<file path="src/rtl/instruction_queue_pkg.sv">
// Shared fetch/decode types: the NOP used to mask an empty queue and the
// {pc, instruction} packet carried from fetch to decode.
package instruction_queue_pkg;

  localparam int FETCH_XLEN = 32;

  localparam logic [31:0] NOP_INSTRUCTION = 32'h00000013;

  typedef struct packed {
    logic [FETCH_XLEN-1:0] pc;
    logic [31:0]           instruction;
  } fetch_packet;

endpackage

</file>
<file path="src/rtl/instruction_queue.sv">
// Circular FIFO of fetched {pc, instruction} pairs feeding instruction_decode.
// Emptied in one cycle by flush; outputs show a NOP at pc 0 while empty.
module instruction_queue
  import instruction_queue_pkg::*;
#(
  parameter int XLEN  = FETCH_XLEN,
  parameter int DEPTH = 8
) (
  input  logic                     clk,
  input  logic                     reset,
  input  logic                     flush,
  input  logic                     in_valid,
  output logic                     in_ready,
  input  logic [31:0]              in_instruction,
  input  logic [XLEN-1:0]          in_pc,
  output logic                     out_valid,
  input  logic                     out_ready,
  output logic [31:0]              out_instruction,
  output logic [XLEN-1:0]          out_pc,
  output logic [$clog2(DEPTH):0]   count
);

  localparam int PW = $clog2(DEPTH);
  localparam int CW = PW + 1;
  localparam logic [CW-1:0] FULL_COUNT = CW'(DEPTH);

  // The storage element is the shared fetch_packet, so the PC width is tied
  // to the package and DEPTH must let the pointers wrap naturally.
  if (XLEN != FETCH_XLEN) begin : g_bad_xlen
    $error("instruction_queue: XLEN must equal FETCH_XLEN");
  end
  if (DEPTH < 2 || (DEPTH & (DEPTH - 1)) != 0) begin : g_bad_depth
    $error("instruction_queue: DEPTH must be a power of two and at least 2");
  end

  fetch_packet     mem [DEPTH];
  logic [PW-1:0]   head;
  logic [PW-1:0]   tail;
  logic            push;
  logic            pop;

  // Handshake: a transfer happens on a rising edge where valid and ready are
  // both high. in_ready depends only on occupancy, never on out_ready, so
  // there is no combinational path from decode back to fetch.
  always_comb begin
    in_ready  = (count != FULL_COUNT);
    out_valid = (count != '0);
    push      = in_valid && in_ready;
    pop       = out_valid && out_ready;
  end

  always_ff @(posedge clk) begin
    if (reset || flush) begin
      head  <= '0;
      tail  <= '0;
      count <= '0;
    end else begin
      if (push) tail <= tail + PW'(1);
      if (pop)  head <= head + PW'(1);
      case ({push, pop})
        2'b10:   count <= count + CW'(1);
        2'b01:   count <= count - CW'(1);
        default: count <= count;
      endcase
    end
  end

  // Contents need no reset: outputs are masked whenever the queue is empty.
  always_ff @(posedge clk) begin
    if (push && !reset && !flush) begin
      mem[tail] <= '{pc: in_pc, instruction: in_instruction};
    end
  end

  always_comb begin
    if (out_valid) begin
      out_instruction = mem[head].instruction;
      out_pc          = mem[head].pc;
    end else begin
      out_instruction = NOP_INSTRUCTION;
      out_pc          = '0;
    end
  end

endmodule

</file>
<file path="config.mk">
export PLATFORM = sky130hd
export DESIGN_NAME = instruction_queue
export DESIGN_NICKNAME = d
export VERILOG_FILES = /design/src/rtl/instruction_queue_pkg.sv /design/src/rtl/instruction_queue.sv
export SDC_FILE = /design/constraint.sdc
export NUM_CORES = 1
export LEC_CHECK = 0
export CORE_MARGIN = 2
export CORE_UTILIZATION = 40
export DETAILED_ROUTE_END_ITERATION = 8
export PLACE_DENSITY_LB_ADDON = 0.12
export SETUP_SLACK_MARGIN = 0.1
export SLEW_MARGIN = 15
export SYNTH_ARGS = -nofsm -noshare
export SYNTH_HDL_FRONTEND = slang
export SYNTH_SLANG_ARGS = --single-unit
</file>
<file path="constraint.sdc">
create_clock -name clk -period 7.2 [get_ports clk]
set_input_delay 1.44 -clock clk [delete_from_list [all_inputs] [get_ports clk]]
set_output_delay 1.44 -clock clk [all_outputs]
set_load 0.01 [all_outputs]
</file>
==> results of run 1 <==
layout by cell type, fill, tap and decap left out, types with 2 or more instances in the layout:
master and instances:
dfxtp_1 10, nand2b_1 2, a21oi_1 3, nor2_1 70, clkinv_2 5, nand2_1 8
clkbuf_8 4, xor2_1 6, mux4_2 128, nor2_4 6, clkbuf_16 57, bufinv_16 5
buf_4 20, clkinv_1 15, o21ai_0 3, ha_1 5, edfxtp_1 512, dfxtp_4 3
mux2i_1 65, clkdlybuf4s50_1 138, nand4_1 2, clkbuf_1 14, nand3_1 4
area by class of cell:
| cell class | count | share of cell area (%) |
|---|---|---|
| inverter | 2 | 0.0312 |
| clock inverter | 27 | 1.04 |
| timing repair buffer | 158 | 6.36 |
| tap | 672 | 3.49 |
| sequential | 525 | 65.0 |
| clock buffer | 75 | 6.37 |
| multi-input combinational | 317 | 17.7 |
worst max-delay path: stages, from the launching register on:
cell and delay [ns]:
dfxtp_4 0.80, buf_4 0.59, mux4_2 0.59, mux2i_1 0.31
nor2_1 0.08, clkdlybuf4s50_1 0.51
worst paths after layout:
kind / end / slack, ns / cells past startpoint
worst min register to register: register / 0.47 / 2
worst max-delay path: out_pc[2] / 2.28 / 5
worst max register to register: mem[3][26] / 3.97 / 4
worst min-delay path: register / 0.47 / 2
cells by family (layout without fill, tap and decap cells):
kind of cell,Yosys count,count (layout),synth area share (%)
flip-flops,525,525,77.6
multiplexers,193,193,17.5
AND/OR/NAND/NOR,104,104,2.41
buffers and inverters,47,262,1.53
AO/OA/AOI/OAI,8,8,0.236
XOR/XNOR,7,7,0.342
adder cells (fa/ha/maj),5,5,0.311
sequential cells by signal (all words and copies together) (netlist names), named ones only:
name / cells
count: 4
head: 3
mem: 512
tail: 3
layer usage:
layer  GRT usage, %  up-vias  routed length [um]
met2           26.8      158               20500
met4           4.82       10                 820
met5              0        -                  63
met1           21.0     4829               17900
met3           3.21       76                1650
li1               -     4035                   -
metrics by stage:
step / cell area (um^2) / total power, mW / cells / hold WS, ns / util, %
global route: 24100 / 6.63 / 1776 / 0.507 / 48.2
floorplan: 20100 / 3.55 / 889 / 0.454 / -
finish: 24100 / 6.43 / 1776 / 0.470 / 48.2
detailed placement: 22300 / 3.71 / 1674 / 0.469 / 44.6
global placement: 22300 / 3.71 / 1674 / 0.472 / 44.6
CTS: 24100 / 6.51 / 1776 / 0.478 / 48.2
power breakdown:
part	switching, mW	internal, mW	total, mW
clock	1.13	1.66	2.79
sequential	0.00922	3.37	3.38
combinational	0.133	0.126	0.259
total	1.27	5.16	6.43
==> results.tsv, run 1 <==
metric	value	unit
ant diodes	0	
num ports	139	
core area	50000	um^2
worst min-delay path category	register to register	
# rows	82	
register area share after synthesis	77.6	%
DRC	0	
Inserted Clock Buffers	55	
RR Startpoint	count[1]	
CP Max Fanout	34	
clock net sink count	525	
pre-CTS WS	2.66	ns
initial antenna violation count	5	
Post-synth EDFFs	512	
Hold Crit Start	head[1]	
P&R area growth vs syn	19.5	%
critical path class	register to primary output	
1st-iter DRT viols	553	
number of global-route vias before repair	9795	
# port buffers	138	
DIE WIDTH	228	um
Synth top area share	76.3	%
FFs w/ async S/R, synth	0	%
hpwl dp	22500	um
Initial Util	40.3	%
largest net degree at the start of global routing	63	
Final setup viols	0	
Distinct cells, synth	35	
final worst slack	2.28	ns
final worst path period need	4.92	ns
Vias/cell	5.13	
CTS resizes	0	
CP Capture Type	primary output	
Avg WL per Cell	23.0	um
Final period util	68.3	%
top post-synthesis cells by count	512 x edfxtp_1, 128 x mux4_2, 76 x nor2_1	
Setup Fix Bufs, Post-CTS	0	
pwr/cell area	267	nW/um^2
final-report hold violation count	0	
Yosys reg bits	525	
Antenna Nets Post-Route	0	
final net count	1133	
Die Footprint	52200	um^2
Worst Path Arrival	3.48	ns
Max Cap Violations	0	
Setup TNS	0	ns
Die Span Y	228	um
Layout Skew	0.0162	ns
first-pass GRT wire length	62100	um
fmax	203	MHz
Least-Margin Pin Slew	1.06	ns
top_reg_cell synth	edfxtp_1	
CTS tree	built	
Warnings, synthesis	0	
synthesized area per cell	22.7	um^2
Total GRT Usage	15.9	%
area of the multi-input gates	4250	um^2
clock root buffer	clkbuf_16	
Mapped Area	20100	um^2
hold buffers post-CTS	0	
unrepaired setup endpoints after global routing	false	
Critical Path RT	5.76	ns
CP startpoint kind	register	
VDD IR max	0.183	mV
Static Leak	7.24	nW
Reg area	15600	um^2
Syn Inst Count	889	
Yosys top cell by area	edfxtp_1	
gr ovfl total	0	
synth top area cells	edfxtp_1 76%, mux4_2 14%, mux2i_1 3.2%, nor2_1 1.4%, dfxtp_1 1.3%	
vias	9108	
DRT Pass-1 Iters	4	
Final Slew Violations	0	
outcome	finished clean	
relative slew slack	29.5	%
fraction of layout cells with a size suffix above 1	21.7	%
CTS Buffer Depth	3	
count leader, synth	edfxtp_1	
drt total wl	40800	um
Fillers	4215	
Synth Net Count	963	
Worst-path clk slew	0.06	ns
routability cong.	0.685	
# H-tree levels	2	
Clock Latency Late Sink	0.60	ns
Note: power is estimated with default switching activity, not from simulation.
==> inputs of run 2 (changes only) <==
==> constraint.sdc (replaced) <==
create_clock -name clk -period 4.2 [get_ports clk]
set_input_delay 0.84 -clock clk [delete_from_list [all_inputs] [get_ports clk]]
set_output_delay 0.84 -clock clk [all_outputs]
set_load 0.01 [all_outputs]
==> run 2 against run 1 <==
Final cell count grew 0.39%. Largest power group unchanged. First-iteration DRC count grew 4.5%. Critical path depth grew 1. Design area grew 0.84%. Combinational power grew 76%. Clock power grew 65%. Register-to-register slack lost 2.6 ns. Sequential share of layout area shrank 0.54 points. Critical path type unchanged. Die area is the same. Total power grew 69%. Via count grew 0.37%.
==> results.tsv, run 2 (synthesis gave the netlist of run 1 again) <==
metric	value	unit	change
outcome	finished clean		
relative slew slack	44.3	%	+15 points
R2R cell count	12		+8
Layout Skew	0.0101	ns	-0.00608 ns
Avg WL per Cell	22.7	um	-1.1%
Hold Crit Start	head[1]		
initial antenna violation count	2		-3
Reg-to-Reg End	count[2]		
Vias/cell	5.13		about the same
Max Cap Violations	0		unchanged
DRT Pass-1 Iters	4		unchanged
top flop regs	mem (512), count (4)		
area of the multi-input gates	4260	um^2	+0.15%
core area	50000	um^2	unchanged
Reg with most FFs	mem		
Final period util	87.4	%	
DIE WIDTH	228	um	unchanged
Setup Fix Bufs, Post-CTS	0		unchanged
most common cell after layout, fill and taps aside	edfxtp_1		
CP startpoint kind	register		
Worst-path clk slew	0.06	ns	about the same
clock root buffer	clkbuf_16		
Setup TNS	0	ns	unchanged
CTS Buffer Depth	3		unchanged
CTS tree	built		
final net count	1140		+0.62%
Final Slew Violations	0		unchanged
routability cong.	0.660		-3.6%
Initial Util	40.3	%	unchanged
Reg area	15600	um^2	unchanged
critical path class	register to primary output		
hold buffers post-CTS	0		unchanged
CTS resizes	0		unchanged
post-place instance area	22600	um^2	+1.3%
worst min-delay path category	register to register		
# H-tree levels	2		unchanged
pre-CTS WS	0.771	ns	-1.89 ns
sw frac	19.7	%	-0.021 points
Int Pwr	8.71	mW	+69%
pwr/cell area	447	nW/um^2	+67%
Post-Layout Inst Area	24300	um^2	+0.84%
Die Span Y	228	um	unchanged
max FFs per register	512		unchanged
most frequent cells in the layout	512 x edfxtp_1, 138 x clkdlybuf4s50_1, 128 x mux4_2, 70 x nor2_1, 65 x mux2i_1		
first-pass GRT wire length	61800	um	-0.46%
clock net sink count	525		unchanged
hpwl dp	21800	um	-3.4%
# rows	82		unchanged
final worst slack	0.528	ns	-1.76 ns
1st-iter DRT viols	578		+4.5%
fmax	272	MHz	
fin util	48.6	%	+0.40 points
Static Leak	7.29	nW	+0.76%
final worst path period need	3.67	ns	
Clock Latency Late Sink	0.59	ns	about the same
switching pwr	2.14	mW	+69%
# port buffers	138		unchanged
num ports	139		unchanged
number of global-route vias before repair	9922		+1.3%
Least-Margin Pin Slew	0.833	ns	-0.225 ns
fraction of layout cells with a size suffix above 1	22.0	%	+0.22 points
Critical Path RT	3.36	ns	-2.40 ns
VDD IR max	0.233	mV	+27%
gr ovfl total	0		unchanged
DRC	0		unchanged
Worst Path Arrival	2.83	ns	-0.65 ns
hold path depth	2		unchanged
Total GRT Usage	15.9	%	-0.051 points
RR Startpoint	count[0]		
final-report hold violation count	0		unchanged
P&R area growth vs syn	20.5	%	
sequential group share of total power	53.3	%	+0.7 points
drt total wl	40500	um	-0.74%
unrepaired setup endpoints after global routing	false		
ant diodes	0		unchanged
CP Capture Type	primary output		
CP Max Fanout	33		-2.9%
vias	9142		+0.37%
largest net degree at the start of global routing	65		+3.2%
combinational share of power	4.2	%	+0.2 points
Antenna Nets Post-Route	0		unchanged
R2R Setup Slk	1.35	ns	-2.62 ns
Final setup viols	0		unchanged
Inserted Clock Buffers	54		-1.8%
Die Footprint	52200	um^2	unchanged
Clock Power Share	42.5	%	-0.9 points
Fillers	4146		-1.6%
run 2: power by group through the flow:
stage,Combinational [mW],Sequential [mW],Clock [mW]
after global placement,0.464,5.90,0
after CTS,0.472,5.79,4.74
after global routing,0.498,5.79,4.94
after detailed placement,0.470,5.90,0
final,0.457,5.79,4.61
after floorplan,0.193,5.90,0
run 2: per-stage QoR:
step	hold slack (ns)	std cells	power, mW
floorplan	0.454	889	6.09
global placement	0.466	1682	6.36
detailed placement	0.468	1682	6.37
CTS	0.477	1783	11.0
global route	0.505	1783	11.2
finish	0.473	1783	10.9
run 2: worst max path at each step:
stage	startpoint	to	slack (ns)
3_5_place_dp	reset	mem[0][17]	0.77
5_1_grt	register	out_instruction[0]	0.32
2_1_floorplan	reset	mem[1][0]	-0.48
6_report	register	out_pc[25]	0.53
4_1_cts	register	out_pc[8]	0.40
3_3_place_gp	reset	mem[0][17]	0.78
run 2: area by class of cell:
class                   count  share of cell area (%)
well taps                 672                    3.46
repair buffers            166                    7.44
clock inverters            28                   0.907
multi-input cells         317                    17.6
inverters                   2                  0.0309
flip-flops and latches    525                    64.5
clock buffers              73                    6.13
run 2: critical path, stage by stage (launching register included):
cell and delay, ns:
dfxtp_4 0.67, buf_12 0.30, buf_4 0.22, mux4_2 0.32, mux2i_1 0.15, nor2_1 0.06
clkdlybuf4s50_1 0.48
run 2: per-layer routing:
metal	GRT usage, %	wire length [um]
met1	20.7	17400
met2	27.4	20700
met3	2.73	1560
met4	4.78	860
met5	0	27
==> inputs of run 3 (changes only) <==
==> constraint.sdc (replaced) <==
create_clock -name clk -period 4.65 [get_ports clk]
set_input_delay 0.93 -clock clk [delete_from_list [all_inputs] [get_ports clk]]
set_output_delay 0.93 -clock clk [all_outputs]
set_load 0.01 [all_outputs]
==> run 3 against run 2 <==
Via count fell by 0.45%. Total power fell by 12%. Register-to-register slack improved by 0.45 ns. Global-route usage rose by 0.38 points. Final cell count fell by 0.56%. Clock skew rose by 0.011 ns. Sequential power fell by 9.7%. Count of clock-buffer cells in the layout fell by 8.
==> results.tsv, run 3 (synthesis gave the netlist of run 1 again) <==
metric	value	unit	change
outcome	finished clean		
Final setup viols	0		unchanged
first-pass GRT wire length	63300	um	+2.4%
Non-Filler Instances	1773		-0.56%
number of global-route vias before repair	9880		-0.42%
fraction of layout cells with a size suffix above 1	21.6	%	-0.33 points
Clock Power Share	41.2	%	-1.3 points
CP Capture Type	primary output		
Total GRT Usage	16.3	%	+0.38 points
# H-tree levels	2		unchanged
Antenna Nets Post-Route	0		unchanged
DRT Pass-1 Iters	4		unchanged
num ports	139		unchanged
Reg with most FFs	mem		
gr ovfl total	0		unchanged
DIE WIDTH	228	um	unchanged
pwr/cell area	398	nW/um^2	-11%
CTS resizes	0		unchanged
dpl cells	1679		-0.18%
Avg WL per Cell	23.5	um	+3.5%
critical path class	register to primary output		
most common cell after layout, fill and taps aside	edfxtp_1		
Final period util	84.7	%	
Max Cap Violations	0		unchanged
Inserted Clock Buffers	54		unchanged
sw frac	20.1	%	+0.32 points
Vias/cell	5.13		+0.11%
# port buffers	138		unchanged
CTS Buffer Depth	3		unchanged
Initial Util	40.3	%	unchanged
Worst Path Arrival	3.01	ns	+0.18 ns
clock net sink count	525		unchanged
hold buffers post-CTS	0		unchanged
Setup Fix Bufs, Post-CTS	0		unchanged
hpwl dp	22200	um	+1.9%
worst min-delay path category	register to register		
Reg area	15600	um^2	unchanged
final worst path period need	3.94	ns	
most frequent cells in the layout	512 x edfxtp_1, 138 x clkdlybuf4s50_1, 128 x mux4_2, 70 x nor2_1, 65 x mux2i_1		
switching pwr	1.92	mW	-10%
largest net degree at the start of global routing	66		+1.5%
final-report hold violation count	0		unchanged
initial antenna violation count	2		unchanged
slowest cell delay on critical path	0.74	ns	+0.07 ns
routability cong.	0.694		+5.1%
final worst slack	0.713	ns	+0.186 ns
final net count	1137		-0.26%
fmax	254	MHz	
area of the multi-input gates	4260	um^2	unchanged
pre-CTS WS	1.22	ns	+0.454 ns
CP Max Fanout	24		-27%
unrepaired setup endpoints after global routing	false		
top flop regs	mem (512), count (4)		
relative slew slack	44.9	%	+0.62 points
Least-Margin Pin Slew	0.826	ns	-0.00664 ns
1st-iter DRT viols	621		+7.4%
CP Cell Sequence	buf_4 -> mux4_2 -> mux2i_1 -> nor2_1 -> clkdlybuf4s50_1		
combinational share of power	4.3	%	about the same
Worst-path clk slew	0.06	ns	about the same
Final Slew Violations	0		unchanged
Clock Latency Late Sink	0.59	ns	about the same
Final Total Pwr	9.59	mW	-12%
Int Pwr	7.67	mW	-12%
drt total wl	41700	um	+2.9%
Layout Skew	0.0208	ns	+0.0107 ns
CTS tree	built		
vias	9101		-0.45%
Worst path slowest cell	dfxtp_4		
Die Span Y	228	um	unchanged
VDD IR max	0.299	mV	+28%
max FFs per register	512		unchanged
core area	50000	um^2	unchanged
Fillers	4187		+0.99%
Setup TNS	0	ns	unchanged
Static Leak	7.21	nW	-1.1%
CP startpoint kind	register		
clock root buffer	clkbuf_16		
P&R area growth vs syn	19.5	%	
Die Footprint	52200	um^2	unchanged
Critical Path RT	3.72	ns	+0.36 ns
fin util	48.2	%	-0.38 points
sequential group share of total power	54.5	%	+1.2 points
# rows	82		unchanged
DRC	0		unchanged
[run 3: cell count changes in the layout (fill, tap and decap cells not counted), sizes merged]
cell	before	now
diode	0	1
buf	28	25
clkinv	24	25
bufinv	4	2
clkbuf	73	65
inv	2	3
[run 3: worst paths after layout]
check                start                   to  slack (ns)  depth (start not counted)
setup reg to reg  count[0]             count[2]        1.80                         12
hold / removal     head[1]             register        0.49                          2
hold reg to reg    head[1]             register        0.49                          2
setup / recovery  register  out_instruction[11]        0.71                          5
[run 3: routing by layer]
metal  vias to the layer above  part of all wire [%]  GRT usage, %
li1                       4035                     -             -
met1                      4838                    45          21.6
met2                       166                    50          27.3
met3                        60                   4.0          3.43
met4                         2                   1.8          4.47
met5                         -                 0.031             0
[run 3: through the flow]
stage / area [um^2] / hold WS, ns
2_1_floorplan: 20100 / 0.454
3_3_place_gp: 22500 / 0.482
3_5_place_dp: 22500 / 0.479
4_1_cts: 24100 / 0.490
5_1_grt: 24100 / 0.521
6_report: 24100 / 0.486
[run 3: power by group through the flow]
| stage | Sequential (mW) | Clock [mW] | Combinational (mW) |
|---|---|---|---|
| after global placement | 5.33 | 0 | 0.418 |
| after floorplan | 5.33 | 0 | 0.174 |
| after CTS | 5.23 | 4.07 | 0.423 |
| after detailed placement | 5.33 | 0 | 0.421 |
| final | 5.23 | 3.95 | 0.412 |
| after global routing | 5.23 | 4.24 | 0.447 |
[run 3: final cells by class]
cell class / count / share of cell area, %
clock buffer: 65 / 5.87
sequential: 525 / 65.0
tap: 672 / 3.49
timing repair buffer: 163 / 7.19
clock inverter: 28 / 0.717
multi-input combinational: 317 / 17.7
inverter: 2 / 0.0312
antenna: 1 / 0.0104
[run 3: worst max-delay path: cells and delay by family (launching register included)]
family        cells  cell delay, ns
mux               2            0.74
flops             1            0.74
buf+inv           2            0.84
simple gates      1            0.07
